**src/rtl/apb_btn_led_pkg.sv**
```systemverilog
// Shared constants and types for the APB button/LED target.
// Register offsets are keyed on PADDR[4:2].
package apb_btn_led_pkg;

    localparam logic [2:0] OFF_BTN_STATE = 3'd0;
    localparam logic [2:0] OFF_EDGE      = 3'd1;
    localparam logic [2:0] OFF_IRQ_EN    = 3'd2;
    localparam logic [2:0] OFF_LED       = 3'd3;

    typedef enum logic [0:0] {
        ST_IDLE,
        ST_ACK
    } apb_state_e;

endpackage

```
**src/rtl/apb_btn_led_target_if.sv**
```systemverilog
// APB3 signal bundle between the ESS initiator slot and the button/LED target.
interface apb_btn_led_target_if;

    logic        PSEL;
    logic        PENABLE;
    logic        PWRITE;
    logic [4:0]  PADDR;
    logic [31:0] PWDATA;
    logic [31:0] PRDATA;
    logic        PREADY;
    logic        PSLVERR;

    modport master (
        output PSEL, PENABLE, PWRITE, PADDR, PWDATA,
        input  PRDATA, PREADY, PSLVERR
    );

    modport slave (
        input  PSEL, PENABLE, PWRITE, PADDR, PWDATA,
        output PRDATA, PREADY, PSLVERR
    );

endinterface

```
**src/rtl/btn_debounce.sv**
```systemverilog
// One button channel: 2-flop synchroniser, stability counter and debounced level.
// rise pulses in the cycle whose edge moves the level from 0 to 1.
module btn_debounce #(
    parameter int unsigned DEBOUNCE_CYCLES = 50000
) (
    input  logic PCLK,
    input  logic PRESET,
    input  logic btn_raw,
    output logic level,
    output logic rise
);

    localparam int unsigned CNT_W = $clog2(DEBOUNCE_CYCLES);
    localparam logic [CNT_W-1:0] CNT_MAX = CNT_W'(DEBOUNCE_CYCLES - 1);

    logic [1:0]       sync_q;
    logic             level_q;
    logic [CNT_W-1:0] cnt_q;

    always_ff @(posedge PCLK) begin
        if (PRESET) begin
            sync_q  <= '0;
            level_q <= 1'b0;
            cnt_q   <= '0;
        end else begin
            sync_q <= {sync_q[0], btn_raw};
            if (sync_q[1] == level_q) begin
                cnt_q <= '0;
            end else if (cnt_q == CNT_MAX) begin
                level_q <= sync_q[1];
                cnt_q   <= '0;
            end else begin
                cnt_q <= cnt_q + CNT_W'(1);
            end
        end
    end

    assign level = level_q;
    assign rise  = sync_q[1] & ~level_q & (cnt_q == CNT_MAX);

endmodule

```
**src/rtl/apb_btn_led_target.sv**
```systemverilog
// APB3 target with debounced buttons (W1C rising-edge status + level IRQ) and LED register.
// Every transfer takes one wait state; unmapped offsets answer with PSLVERR.
module apb_btn_led_target
    import apb_btn_led_pkg::*;
#(
    parameter int unsigned NUM_BTN         = 4,
    parameter int unsigned NUM_LED         = 4,
    parameter int unsigned DEBOUNCE_CYCLES = 50000
) (
    input  logic                 PCLK,
    input  logic                 PRESET,
    apb_btn_led_target_if.slave  apb,
    input  logic [NUM_BTN-1:0]   BTN_IN,
    output logic [NUM_LED-1:0]   LED_OUT,
    output logic                 IRQ
);

    logic [NUM_BTN-1:0] btn_level;
    logic [NUM_BTN-1:0] btn_rise;

    for (genvar i = 0; i < NUM_BTN; i++) begin : g_btn
        btn_debounce #(
            .DEBOUNCE_CYCLES(DEBOUNCE_CYCLES)
        ) u_debounce (
            .PCLK    (PCLK),
            .PRESET  (PRESET),
            .btn_raw (BTN_IN[i]),
            .level   (btn_level[i]),
            .rise    (btn_rise[i])
        );
    end

    apb_state_e         state_q;
    logic               pready_q;
    logic               pslverr_q;
    logic [31:0]        prdata_q;
    logic [NUM_BTN-1:0] edge_q, edge_d;
    logic [NUM_BTN-1:0] irq_en_q, irq_en_d;
    logic [NUM_LED-1:0] led_q, led_d;
    logic               irq_q;

    logic [2:0]  off;
    logic [31:0] rdata;
    logic        rerr;
    logic        wr_en;
    logic        unused_bus;

    assign off        = apb.PADDR[4:2];
    assign unused_bus = ^{apb.PADDR[1:0], apb.PWDATA};

    always_comb begin
        rdata = '0;
        rerr  = 1'b0;
        case (off)
            OFF_BTN_STATE: rdata[NUM_BTN-1:0] = btn_level;
            OFF_EDGE:      rdata[NUM_BTN-1:0] = edge_q;
            OFF_IRQ_EN:    rdata[NUM_BTN-1:0] = irq_en_q;
            OFF_LED:       rdata[NUM_LED-1:0] = led_q;
            default:       rerr = 1'b1;
        endcase
    end

    // Writes commit on the ACK edge, and only while the initiator still holds the access.
    assign wr_en = (state_q == ST_ACK) & apb.PSEL & apb.PENABLE & apb.PWRITE;

    always_comb begin
        edge_d   = edge_q;
        irq_en_d = irq_en_q;
        led_d    = led_q;
        if (wr_en && off == OFF_EDGE) begin
            edge_d = edge_q & ~apb.PWDATA[NUM_BTN-1:0];
        end
        if (wr_en && off == OFF_IRQ_EN) begin
            irq_en_d = apb.PWDATA[NUM_BTN-1:0];
        end
        if (wr_en && off == OFF_LED) begin
            led_d = apb.PWDATA[NUM_LED-1:0];
        end
        // A same-cycle rise beats the W1C clear.
        edge_d = edge_d | btn_rise;
    end

    always_ff @(posedge PCLK) begin
        if (PRESET) begin
            state_q   <= ST_IDLE;
            pready_q  <= 1'b0;
            pslverr_q <= 1'b0;
            prdata_q  <= '0;
            edge_q    <= '0;
            irq_en_q  <= '0;
            led_q     <= '0;
            irq_q     <= 1'b0;
        end else begin
            edge_q   <= edge_d;
            irq_en_q <= irq_en_d;
            led_q    <= led_d;
            irq_q    <= |(edge_d & irq_en_d);
            case (state_q)
                ST_IDLE: begin
                    if (apb.PSEL && apb.PENABLE) begin
                        state_q   <= ST_ACK;
                        pready_q  <= 1'b1;
                        pslverr_q <= rerr;
                        prdata_q  <= apb.PWRITE ? 32'h0 : rdata;
                    end
                end
                default: begin
                    state_q   <= ST_IDLE;
                    pready_q  <= 1'b0;
                    pslverr_q <= 1'b0;
                    prdata_q  <= '0;
                end
            endcase
        end
    end

    assign apb.PREADY  = pready_q;
    assign apb.PSLVERR = pslverr_q;
    assign apb.PRDATA  = prdata_q;
    assign LED_OUT     = led_q;
    assign IRQ         = irq_q;

endmodule

```
**src/flat_wrapper.sv**
```systemverilog
// flat-port wrapper written by rule: the top's interface ports become plain ports
module apb_btn_led_target_flat import apb_btn_led_pkg::*;
#(
    parameter int unsigned NUM_BTN         = 4,
    parameter int unsigned NUM_LED         = 4,
    parameter int unsigned DEBOUNCE_CYCLES = 50000
)
  (PCLK, PRESET, BTN_IN, LED_OUT, IRQ, apb_PSEL, apb_PENABLE, apb_PWRITE, apb_PADDR, apb_PWDATA, apb_PRDATA, apb_PREADY, apb_PSLVERR);
  apb_btn_led_target_if apb_i ();
  input  logic PCLK;
  input  logic PRESET;
  input  logic [NUM_BTN-1:0] BTN_IN;
  output logic [NUM_LED-1:0] LED_OUT;
  output logic IRQ;
  input wire logic [$bits(apb_i.PSEL)-1:0] apb_PSEL;
  input wire logic [$bits(apb_i.PENABLE)-1:0] apb_PENABLE;
  input wire logic [$bits(apb_i.PWRITE)-1:0] apb_PWRITE;
  input wire logic [$bits(apb_i.PADDR)-1:0] apb_PADDR;
  input wire logic [$bits(apb_i.PWDATA)-1:0] apb_PWDATA;
  output wire logic [$bits(apb_i.PRDATA)-1:0] apb_PRDATA;
  output wire logic [$bits(apb_i.PREADY)-1:0] apb_PREADY;
  output wire logic [$bits(apb_i.PSLVERR)-1:0] apb_PSLVERR;
  assign apb_i.PSEL = apb_PSEL;
  assign apb_i.PENABLE = apb_PENABLE;
  assign apb_i.PWRITE = apb_PWRITE;
  assign apb_i.PADDR = apb_PADDR;
  assign apb_i.PWDATA = apb_PWDATA;
  assign apb_PRDATA = apb_i.PRDATA;
  assign apb_PREADY = apb_i.PREADY;
  assign apb_PSLVERR = apb_i.PSLVERR;
  apb_btn_led_target #(.NUM_BTN(NUM_BTN), .NUM_LED(NUM_LED), .DEBOUNCE_CYCLES(DEBOUNCE_CYCLES)) u_core (.PCLK(PCLK), .PRESET(PRESET), .apb(apb_i), .BTN_IN(BTN_IN), .LED_OUT(LED_OUT), .IRQ(IRQ));
endmodule
```
**config.mk**
```make
export PLATFORM = sky130hd
export DESIGN_NAME = apb_btn_led_target_flat
export DESIGN_NICKNAME = d
export VERILOG_FILES = /design/src/rtl/apb_btn_led_pkg.sv /design/src/rtl/apb_btn_led_target_if.sv /design/src/rtl/btn_debounce.sv /design/src/rtl/apb_btn_led_target.sv /design/src/flat_wrapper.sv
export SDC_FILE = /design/constraint.sdc
export NUM_CORES = 1
export LEC_CHECK = 0
export BUFFER_PORTS_ARGS = -buffer_cell sky130_fd_sc_hd__buf_2
export CAP_MARGIN = 30
export CORE_MARGIN = 2
export CORE_UTILIZATION = 40
export DETAILED_ROUTE_END_ITERATION = 16
export PLACE_DENSITY = 0.64
export RECOVER_POWER = 25
export SETUP_SLACK_MARGIN = 0.2
export SKIP_LAST_GASP = 1
export SLEW_MARGIN = 20
export SYNTH_ARGS = -nofsm -noshare
export SYNTH_HDL_FRONTEND = slang
export SYNTH_HIERARCHICAL = 1
export SYNTH_SLANG_ARGS = --single-unit
```
**constraint.sdc**
```tcl
create_clock -name PCLK -period 5.4 [get_ports PCLK]
set_input_delay 0.54 -clock PCLK [delete_from_list [all_inputs] [get_ports PCLK]]
set_output_delay 0.54 -clock PCLK [all_outputs]
set_load 0.02 [all_outputs]
```
==> results of run 1 <==
-- cell usage after synthesis (all sizes together) (2+ instances only) --
master and n:
or4 4, nor4 20, nand3 29, or3 4
ha 8, o21ba 4, nand2 11, mux4 4
nand4 20, o21ai 8, a2bb2o 3, a21oi 10
o31ai 4, xor2 4, nor3 22, a22oi 4
buf 35, nor2 86, dfxtp 96, clkbuf 6
nand2b 4, mux2i 4, or4b 8, a31oi 4
and4b 2, nor2b 8, xnor2 52, inv 28
-- where the power goes --
part / total (mW) / switching (mW) / internal (mW)
Sequential: 0.715 / 0.00241 / 0.713
Clock: 0.636 / 0.263 / 0.373
Combinational: 0.0524 / 0.0397 / 0.0128
-- worst max-delay path: stages, from the launching register on --
cell and delay (ns):
dfxtp_1 0.37, or4b_1 0.51, or4_4 0.55, o21ai_1 0.47, buf_4 0.27, nor2_1 0.07
-- flip-flops by register name, indices dropped and copies added, names as in the netlist --
name	count
u_core/state_q	1
u_core/apb.PSLVERR	1
u_core/IRQ	1
u_core/edge_q	4
u_core/irq_en_q	4
u_core/apb.PREADY	1
u_core/g_btn.u_debounce/level	4
u_core/apb.PRDATA	4
u_core/g_btn.u_debounce/cnt_q	64
u_core/LED_OUT	4
u_core/g_btn.u_debounce/sync_q	8
-- metal layers --
layer  up-vias  routed length (µm)  part of all wire [%]
met2        86                3782                    45
met4         0                 129                   1.6
li1       1727                   -                     -
met1      1574                4074                    49
met5         -                   0                     0
met3        14                 327                   3.9
-- cell families after synthesis --
group | share of synthesized area (%)
AO/OA/AOI/OAI | 7.279
XOR/XNOR | 10.81
adder cells (fa/ha/maj) | 2.206
buffers and inverters | 8.768
flip-flops | 42.35
multiplexers | 2.867
other | 0.08263
AND/OR/NAND/NOR | 25.64
-- final timing paths --
check	slack, ns	depth (start not counted)	to	startpoint
worst max-delay path	3.05	5	u_core/g_btn[3].u_debounce/cnt_q[10]	u_core/g_btn[3].u_debounce/cnt_q[5]
worst min-delay path	0.43	2	u_core/g_btn[0].u_debounce/sync_q[0]	BTN_IN[0]
worst max register to register	3.05	5	u_core/g_btn[3].u_debounce/cnt_q[10]	u_core/g_btn[3].u_debounce/cnt_q[5]
worst min register to register	0.43	1	u_core/g_btn[1].u_debounce/sync_q[1]	u_core/g_btn[1].u_debounce/sync_q[0]
-- cells in the final DEF, fill, tap and decap left out, drive strengths merged, types with 3 or more instances in the layout --
cell type	count
a2bb2o	3
nand2b	4
o21ai	8
nand4	20
a31oi	4
nor2b	8
or4	4
xor2	4
a21oi	10
mux2i	4
ha	8
a22oi	4
dfxtp	96
or3	4
nand3	29
or4b	8
inv	28
nand2	11
o21ba	4
mux4	4
buf	21
conb	28
nor2	86
nor3	22
clkbuf	20
xnor2	52
o31ai	4
nor4	20
-- layout make-up --
class	instances	area, µm²	share of cell area, %
sequential	96	1922	38.68
inverter	28	105.1	2.115
timing repair buffer	29	142.6	2.871
tap	140	175.2	3.526
multi-input combinational	361	2323	46.76
clock inverter	4	53.80	1.083
clock buffer	12	246.5	4.961
-- through the flow --
stage	utilization [%]	hold slack, ns	area, µm²	setup WS, ns
floorplan	-	0.4138	4639	3.290
global placement	42.54	0.4163	4652	2.857
detailed placement	42.75	0.4270	4674	2.804
CTS	45.49	0.4277	4975	2.787
global route	45.43	0.4456	4969	2.827
finish	45.43	0.4312	4969	3.050
==> out/results.ini, run 1 <==
[run_status]
status = finished clean

[yosys]
yosys-top-cells-area = dfxtp_1, xnor2_1, nor2_1
syn_inst = 499
yosys_warnings = 6
synth_top_cell_by_area = dfxtp_1
ys.flop_type = dfxtp_1
synth_top_area_share_pct = 42.35
syn_area_per_cell_um2 = 9.094
seq_area_frac_synth_pct = 42.35
ys_async_sr_fraction_pct = 0
synth_cell_type_count = 41
synth_edf_count = 0
synth_area_um2 = 4538
synth-seq-cells = 96

[global_route]
grt_pass1_vias = 3143
grt_max_degree = 31
busiest_layer = met2
use_met3_pct = 2.250
grt_pass1_wl_um = 14370
antenna_found_initial = 0
use_met1_pct = 18.26
grtUsageMet2_pct = 22.33
track_usage_pct = 13.72
overflow = 0

[power]
peakVddDrop_mv = 0.1709
powerDensity_nw_per_um2 = 282.5
fin_total_pwr_mw = 1.404
p_leak_nw = 1.514

[critical_path]
cp.required_ns = 5.62
cp.arrival_ns = 2.57
endpoint_kind = flop
crit_path_start_kind = flop
crit_path_max_fanout = 10
path_class = flop to flop

[drt]
finalWirelength_um = 8313
via_per_inst = 5.076
route.vias.total = 3401
drt_first_pass_iters = 4
drc_errors = 0
drtIter0Drc = 321
avgRoutedWirePerCell_um = 12.41
postRouteAntennaNets = 0

[final_layout]
final_cells = 670
n_fill_cell = 1038
area_growth_pct = 9.485
layout-drive-gt1-share_pct = 10.94
fin_nets = 579
num_antenna_cells = 0

[floorplanning]
die_x_um = 110.5
std_cell_rows = 38
die-height_um = 110.5
pin_count = 85
core_area_um2 = 10940
initial_core_util_pct = 41.50
fp.dieArea_um2 = 12210

[sta]
drv_slew = 0
hold_viol = 0
setup_violations = 0
fin_crit_sh_pct = 43.51
min_period_ns = 2.350
rsz0062_at_grt = no
fin_skew_ns = 0.007669
timing.fmax_mhz = 425.6
worst_pin_slew_ns = 1.263
tns_ns = 0
relSlewSlack_pct = 15.83

[place]
dp.final_hpwl_um = 5774
io_buffers = 26
dp_cells = 654
gp_congestion = 0.8287

[worst_hold_path]
hold_class = input port to flop

[clock_network]
cts_resized = 0
clock_latency_ns = 0.33
clkTransAtPathRegs_ns = 0.06
htree_levels = 3
cts_inserted_buffers = 9
post_cts_buffers = 0
cts.path.max_buffers = 2
clkSinkCount = 96
cts_tree = yes
cts-root-buf = clkbuf_16
cts_hold_buf = 0

[job]
maxCapViolCount = 0

Power figures use the tool's default switching activity.
==> inputs of run 2 (changes only) <==
==> constraint.sdc (replaced) <==
create_clock -name PCLK -period 2.4 [get_ports PCLK]
set_input_delay 0.24 -clock PCLK [delete_from_list [all_inputs] [get_ports PCLK]]
set_output_delay 0.24 -clock PCLK [all_outputs]
set_load 0.02 [all_outputs]
==> out/results.ini, run 2 (synthesis gave the netlist of run 1 again) <==
[critical_path]
crit_family = simple AND/OR/NAND/NOR gates
cpPeakStageDelay_ns = 0.56  ; about the same
cp.required_ns = 2.64  ; -2.98 ns
path_buf_inv = 0  ; -1
crit_path_start_kind = flop
slowest_stage = or4_4
crit_path_max_fanout = 4  ; -6
path_class = flop to flop
crit_path_cell_trace = or4b_1, or4_4, nor3_2, a2bb2o_4, a41oi_2
endpoint_kind = flop
cp.arrival_ns = 2.41  ; -0.16 ns
critical_path.startpoint = u_core/g_btn[0].u_debounce/cnt_q[11]
reg2reg_from = u_core/g_btn[0].u_debounce/cnt_q[11]

[job]
maxCapViolCount = 0  ; unchanged

[drt]
drtIter0Drc = 202  ; -37%
finalWirelength_um = 8508  ; +2.3%
postRouteAntennaNets = 0  ; unchanged
avgRoutedWirePerCell_um = 12.57  ; +1.3%
via_per_inst = 5.083  ; +0.13%
route.vias.total = 3441  ; +1.2%
drt_first_pass_iters = 4  ; unchanged
drc_errors = 0  ; unchanged

[power]
powerDensity_nw_per_um2 = 676.6  ; +140%
peakVddDrop_mv = 0.3936  ; +130%
p_leak_nw = 1.575  ; +4.0%

[sta]
worst_pin_slew_ns = 1.324  ; +0.06187 ns
relSlewSlack_pct = 11.70  ; -4.1 points
fin_skew_ns = 0.006945  ; -0.0007245 ns
setup_violations = 0  ; unchanged
drv_slew = 0  ; unchanged
tns_ns = 0  ; unchanged
timing.fmax_mhz = 462.1  ; +8.6%
min_period_ns = 2.164  ; -0.1856 ns
hold_viol = 0  ; unchanged
rsz0062_at_grt = yes
holdWs_ns = 0.1187  ; -0.3124 ns
fin_crit_sh_pct = 90.18  ; +47 points

[final_layout]
reg_top3 = u_core/g_btn.u_debounce/cnt_q (64), u_core/g_btn.u_debounce/sync_q (8)
area_growth_pct = 12.79
largest_register = u_core/g_btn.u_debounce/cnt_q
layout-drive-gt1-share_pct = 12.85  ; +1.9 points
num_antenna_cells = 0  ; unchanged
seq_area_um2 = 1923  ; about the same
fin_nets = 587  ; +1.4%
largest_reg_flops = 64  ; unchanged
multiInputGateArea_um2 = 2350  ; +1.1%
mostFrequentLayoutCell = dfxtp_1
n_fill_cell = 1068  ; +2.9%
stdcell_area_um2 = 5119  ; +3.0%
layout_common_cells = dfxtp_1, nor2_1, xnor2_1

[worst_hold_path]
hold_class = input port to flop
min_from = BTN_IN[0]

[floorplanning]
pin_count = 85  ; unchanged
fp.dieArea_um2 = 12210  ; unchanged
die-height_um = 110.5  ; unchanged
initial_core_util_pct = 41.50  ; unchanged
core_area_um2 = 10940  ; unchanged
die_x_um = 110.5  ; unchanged
std_cell_rows = 38  ; unchanged

[clock_network]
cts_inserted_buffers = 9  ; unchanged
post_cts_buffers = 0  ; unchanged
cts.path.max_buffers = 2  ; unchanged
clkSinkCount = 96  ; unchanged
htree_levels = 3  ; unchanged
cts-root-buf = clkbuf_16
cts_tree = yes
clkTransAtPathRegs_ns = 0.07  ; about the same
clock_latency_ns = 0.34  ; about the same

[global_route]
overflow = 0  ; unchanged
grt_max_degree = 31  ; unchanged
grt_pass1_vias = 3129  ; -0.45%
grt_pass1_wl_um = 14360  ; about the same
antenna_found_initial = 0  ; unchanged
track_usage_pct = 14.00  ; +0.28 points

[place]
gp_congestion = 0.8783  ; +6.0%
place_area_um2 = 4735  ; +1.3%
dp.final_hpwl_um = 5862  ; +1.5%
io_buffers = 26  ; unchanged

[run_status]
status = finished clean

-- run 2: changes by cell type in the layout (fill, tap and decap cells not counted), sizes merged --
cell      before  now
bufinv         1    4
buf           21   25
clkbuf        20   22
clkinvlp       2    0
-- run 2: path summary, 6_finish.rpt --
| kind | end | slack (ns) | cells past startpoint |
|---|---|---|---|
| worst max register to register | u_core/IRQ | 0.24 | 5 |
| worst min-delay path | u_core/g_btn[0].u_debounce/sync_q[0] | 0.12 | 2 |
| worst max-delay path | u_core/IRQ | 0.24 | 5 |
| worst min register to register | u_core/g_btn[1].u_debounce/sync_q[1] | 0.44 | 1 |
-- run 2: report_power, final --
part	total (mW)	internal, mW	switching [mW]
combinational	0.120	0.0290	0.0909
clock	1.73	1.15	0.586
sequential	1.61	1.60	0.00549
total	3.46	2.78	0.683
-- run 2: cell type report --
class / count / area share (%)
inverter: 28 / 2.053
multi-input combinational: 361 / 45.91
clock inverter: 5 / 2.518
tap: 140 / 3.422
sequential: 96 / 37.57
clock buffer: 10 / 4.669
timing repair buffer: 37 / 3.862
-- run 2: routing by layer --
| metal | wire (µm) | share of wire, % | up-vias | GRT usage, % |
|---|---|---|---|---|
| li1 | - | - | 1744 | - |
| met1 | 4047 | 48 | 1613 | 18.06 |
| met2 | 3975 | 47 | 69 | 22.58 |
| met3 | 343 | 4.0 | 15 | 2.854 |
| met4 | 141 | 1.7 | 0 | 6.417 |
| met5 | 0 | 0 | - | 0 |
-- run 2: repair_timing --
item / in CTS / in global routing
pin swaps: 0 / 1
setup endpoints to repair: 1 / 3
gates resized for setup: 2 / 6
hold buffers: 0 / 0
-- run 2: metrics by stage --
| step | util [%] | power [mW] | worst slack [ns] | cells |
|---|---|---|---|---|
| 2_1_floorplan | - | 1.766 | 0.2902 | 526 |
| 6_report | 46.81 | 3.463 | 0.2358 | 677 |
| 3_5_place_dp | 43.30 | 1.764 | 0.1713 | 662 |
| 3_3_place_gp | 43.30 | 1.762 | 0.2024 | 662 |
| 4_1_cts | 46.75 | 3.502 | 0.2182 | 677 |
| 5_1_grt | 46.81 | 3.562 | 0.1596 | 677 |
==> inputs of run 3 (changes only) <==
--- a/config.mk
+++ b/config.mk
@@ -5,13 +5,14 @@
 export SDC_FILE = /design/constraint.sdc
 export NUM_CORES = 1
 export LEC_CHECK = 0
+export ABC_AREA = 1
 export BUFFER_PORTS_ARGS = -buffer_cell sky130_fd_sc_hd__buf_2
 export CAP_MARGIN = 30
 export CORE_MARGIN = 2
 export CORE_UTILIZATION = 40
 export DETAILED_ROUTE_END_ITERATION = 16
-export PLACE_DENSITY = 0.64
-export RECOVER_POWER = 25
+export PLACE_DENSITY = 0.63
+export RECOVER_POWER = 100
 export SETUP_SLACK_MARGIN = 0.2
 export SKIP_LAST_GASP = 1
 export SLEW_MARGIN = 20
==> out/results.ini, run 3 <==
[run_status]
status = finished clean

[yosys]
ys.flop_type = dfxtp_1
yosys_warnings = 6  ; unchanged
ys_async_sr_fraction_pct = 0  ; unchanged
syn_inst = 694  ; +39%
synth_cell_type_count = 27  ; -34%
syn_area_per_cell_um2 = 7.116  ; -22%
yosys-top-cells-area = dfxtp_1, nand2_1, nor2_1
synth_top_area_share_pct = 38.92  ; -3.4 points
synth_area_um2 = 4938  ; +8.8%
seq_area_frac_synth_pct = 38.92  ; -3.4 points
synth.most_common_cell = nand2_1
synth_top_cell_by_area = dfxtp_1
synth_edf_count = 0  ; unchanged
synth-seq-cells = 96  ; unchanged
yosys-top-cells-count = nand2_1, nor2_1, dfxtp_1

[global_route]
grt_pass1_wl_um = 16160  ; +13%
antenna_found_initial = 0  ; unchanged
grt_pass1_vias = 3897  ; +25%
track_usage_pct = 14.85  ; +0.85 points
grt_max_degree = 27  ; -13%
overflow = 0  ; unchanged

[critical_path]
r2r_end = u_core/g_btn[2].u_debounce/cnt_q[3]
endpoint_kind = flop
cpPeakStageDelay_ns = 0.44  ; -0.12 ns
reg2reg_from = u_core/g_btn[2].u_debounce/cnt_q[0]
crit_family = simple AND/OR/NAND/NOR gates
crit_path_cell_trace = ha_1, nand3_1, nor2_1, nand2_2, nand3_1, a21oi_1
path_class = flop to flop
crit_path_start_kind = flop
cp.required_ns = 2.66  ; +0.02 ns
critical_path.most_common_cell = nand3_1
r2r_slack_ns = 0.54  ; +0.30 ns
slowest_stage = nand3_1
r2r_cells = 6  ; +1
crit_path_max_fanout = 16  ; +12
cp.arrival_ns = 2.12  ; -0.29 ns
path_buf_inv = 0  ; unchanged

[drt]
postRouteAntennaNets = 0  ; unchanged
route.vias.total = 4071  ; +18%
via_per_inst = 4.647  ; -8.6%
finalWirelength_um = 9102  ; +7.0%
drtIter0Drc = 345  ; +71%
drc_errors = 0  ; unchanged
avgRoutedWirePerCell_um = 10.39  ; -17%
drt_first_pass_iters = 4  ; unchanged

[clock_network]
clkSinkCount = 96  ; unchanged
htree_levels = 3  ; unchanged
cts_tree = yes
cts_resized = 0  ; -2
cts.path.max_buffers = 2  ; unchanged
post_cts_buffers = 0  ; unchanged
clkTransAtPathRegs_ns = 0.07  ; about the same
cts_hold_buf = 0  ; unchanged
cts_inserted_buffers = 9  ; unchanged
clock_latency_ns = 0.34  ; about the same
cts-root-buf = clkbuf_16

[job]
maxCapViolCount = 0  ; unchanged

[worst_hold_path]
min_from = BTN_IN[3]
hold_end = u_core/g_btn[3].u_debounce/sync_q[0]
hold_class = input port to flop
holdPathStages = 3  ; +1

[place]
gp_congestion = 0.8342  ; -5.0%
dp_cells = 860  ; +30%
io_buffers = 26  ; unchanged
dp_slack_ns = 0.8063  ; +0.6350 ns
dp.final_hpwl_um = 6677  ; +14%
place_area_um2 = 5076  ; +7.2%

[power]
p_leak_nw = 1.930  ; +23%
powerDensity_nw_per_um2 = 635.7  ; -6.0%
fin_total_pwr_mw = 3.385  ; -2.3%
peakVddDrop_mv = 0.3605  ; -8.4%

[sta]
rsz0062_at_grt = no
fin_ws_ns = 0.5387  ; +0.3029 ns
fin_skew_ns = 0.008127  ; +0.001182 ns
setup_violations = 0  ; unchanged
relSlewSlack_pct = 22.82  ; +11 points
drv_slew = 0  ; unchanged
min_period_ns = 1.861  ; -0.3029 ns
holdWs_ns = 0.1019  ; -0.01685 ns
tns_ns = 0  ; unchanged
hold_viol = 0  ; unchanged
worst_pin_slew_ns = 1.158  ; -0.1668 ns
fin_crit_sh_pct = 77.55  ; -13 points
timing.fmax_mhz = 537.3  ; +16%

[floorplanning]
initial_core_util_pct = 41.11  ; -0.38 points
die-height_um = 115.1  ; +4.2%
core_area_um2 = 12010  ; +9.8%
die_x_um = 115.1  ; +4.2%
pin_count = 85  ; unchanged
std_cell_rows = 40  ; +5.3%
fp.dieArea_um2 = 13250  ; +8.5%

[final_layout]
reg_top3 = u_core/g_btn.u_debounce/cnt_q (64), u_core/g_btn.u_debounce/sync_q (8)
stdcell_area_um2 = 5325  ; +4.0%
seq_area_um2 = 1922  ; about the same
n_fill_cell = 1192  ; +12%
layout_common_cells = nand2_1, nor2_1, dfxtp_1
num_antenna_cells = 0  ; unchanged
utilization_pct = 44.33  ; -2.5 points
multiInputGateArea_um2 = 2427  ; +3.3%
area_growth_pct = 7.829
layout-drive-gt1-share_pct = 7.545  ; -5.3 points
mostFrequentLayoutCell = nand2_1
final_cells = 876  ; +29%
largest_register = u_core/g_btn.u_debounce/cnt_q
largest_reg_flops = 64  ; unchanged
fin_nets = 778  ; +33%

[run 3: worst min-delay path, stage by stage]
cell and delay (ns):
buf_2 0.07, inv_1 0.03, nor2_1 0.06
[run 3: layer usage]
layer  wire [µm]  vias to the layer above  global-route usage (%)
li1            -                     2165                       -
met1        4293                     1838                   17.28
met2        4416                       60                   26.63
met3         268                        8                   3.532
met4         124                        0                   5.221
met5           0                        -                       0
[run 3: final cells by class]
| cell class | instances | area share (%) |
|---|---|---|
| Sequential cell | 96 | 36.09 |
| Timing Repair Buffer | 26 | 2.162 |
| Tap cell | 147 | 3.454 |
| Clock buffer | 10 | 4.488 |
| Multi-Input combinational cell | 505 | 45.58 |
| Inverter | 86 | 6.062 |
| Clock inverter | 6 | 2.162 |
[run 3: logic make-up (layout without fill, tap and decap cells)]
group | after synthesis | in the layout | synth area share (%)
compound gates | 61 | 61 | 6.739
flops | 96 | 96 | 38.92
simple gates | 384 | 384 | 35.82
xor+xnor | 24 | 24 | 4.256
fa+ha+maj | 8 | 8 | 2.027
other cells | 1 | 28 | 0.07593
buf+inv | 120 | 128 | 12.16
[run 3: worst max-delay path by stage]
stage                                         from                                   end  slack [ns]  cells past startpoint
2_1_floorplan  u_core/g_btn[3].u_debounce/cnt_q[0]                            u_core/IRQ        1.03                     11
3_3_place_gp   u_core/g_btn[3].u_debounce/cnt_q[0]                            u_core/IRQ        0.85                     11
3_5_place_dp   u_core/g_btn[3].u_debounce/cnt_q[0]                            u_core/IRQ        0.81                     11
4_1_cts        u_core/g_btn[3].u_debounce/cnt_q[0]                            u_core/IRQ        0.78                     11
5_1_grt        u_core/g_btn[2].u_debounce/cnt_q[0]  u_core/g_btn[2].u_debounce/cnt_q[13]        0.36                      6
6_report       u_core/g_btn[2].u_debounce/cnt_q[0]   u_core/g_btn[2].u_debounce/cnt_q[3]        0.54                      6
[run 3: power by group]
group	total [mW]	internal, mW	switching (mW)
Clock	1.66	1.05	0.610
Combinational	0.113	0.0224	0.0910
Sequential	1.61	1.60	0.00613
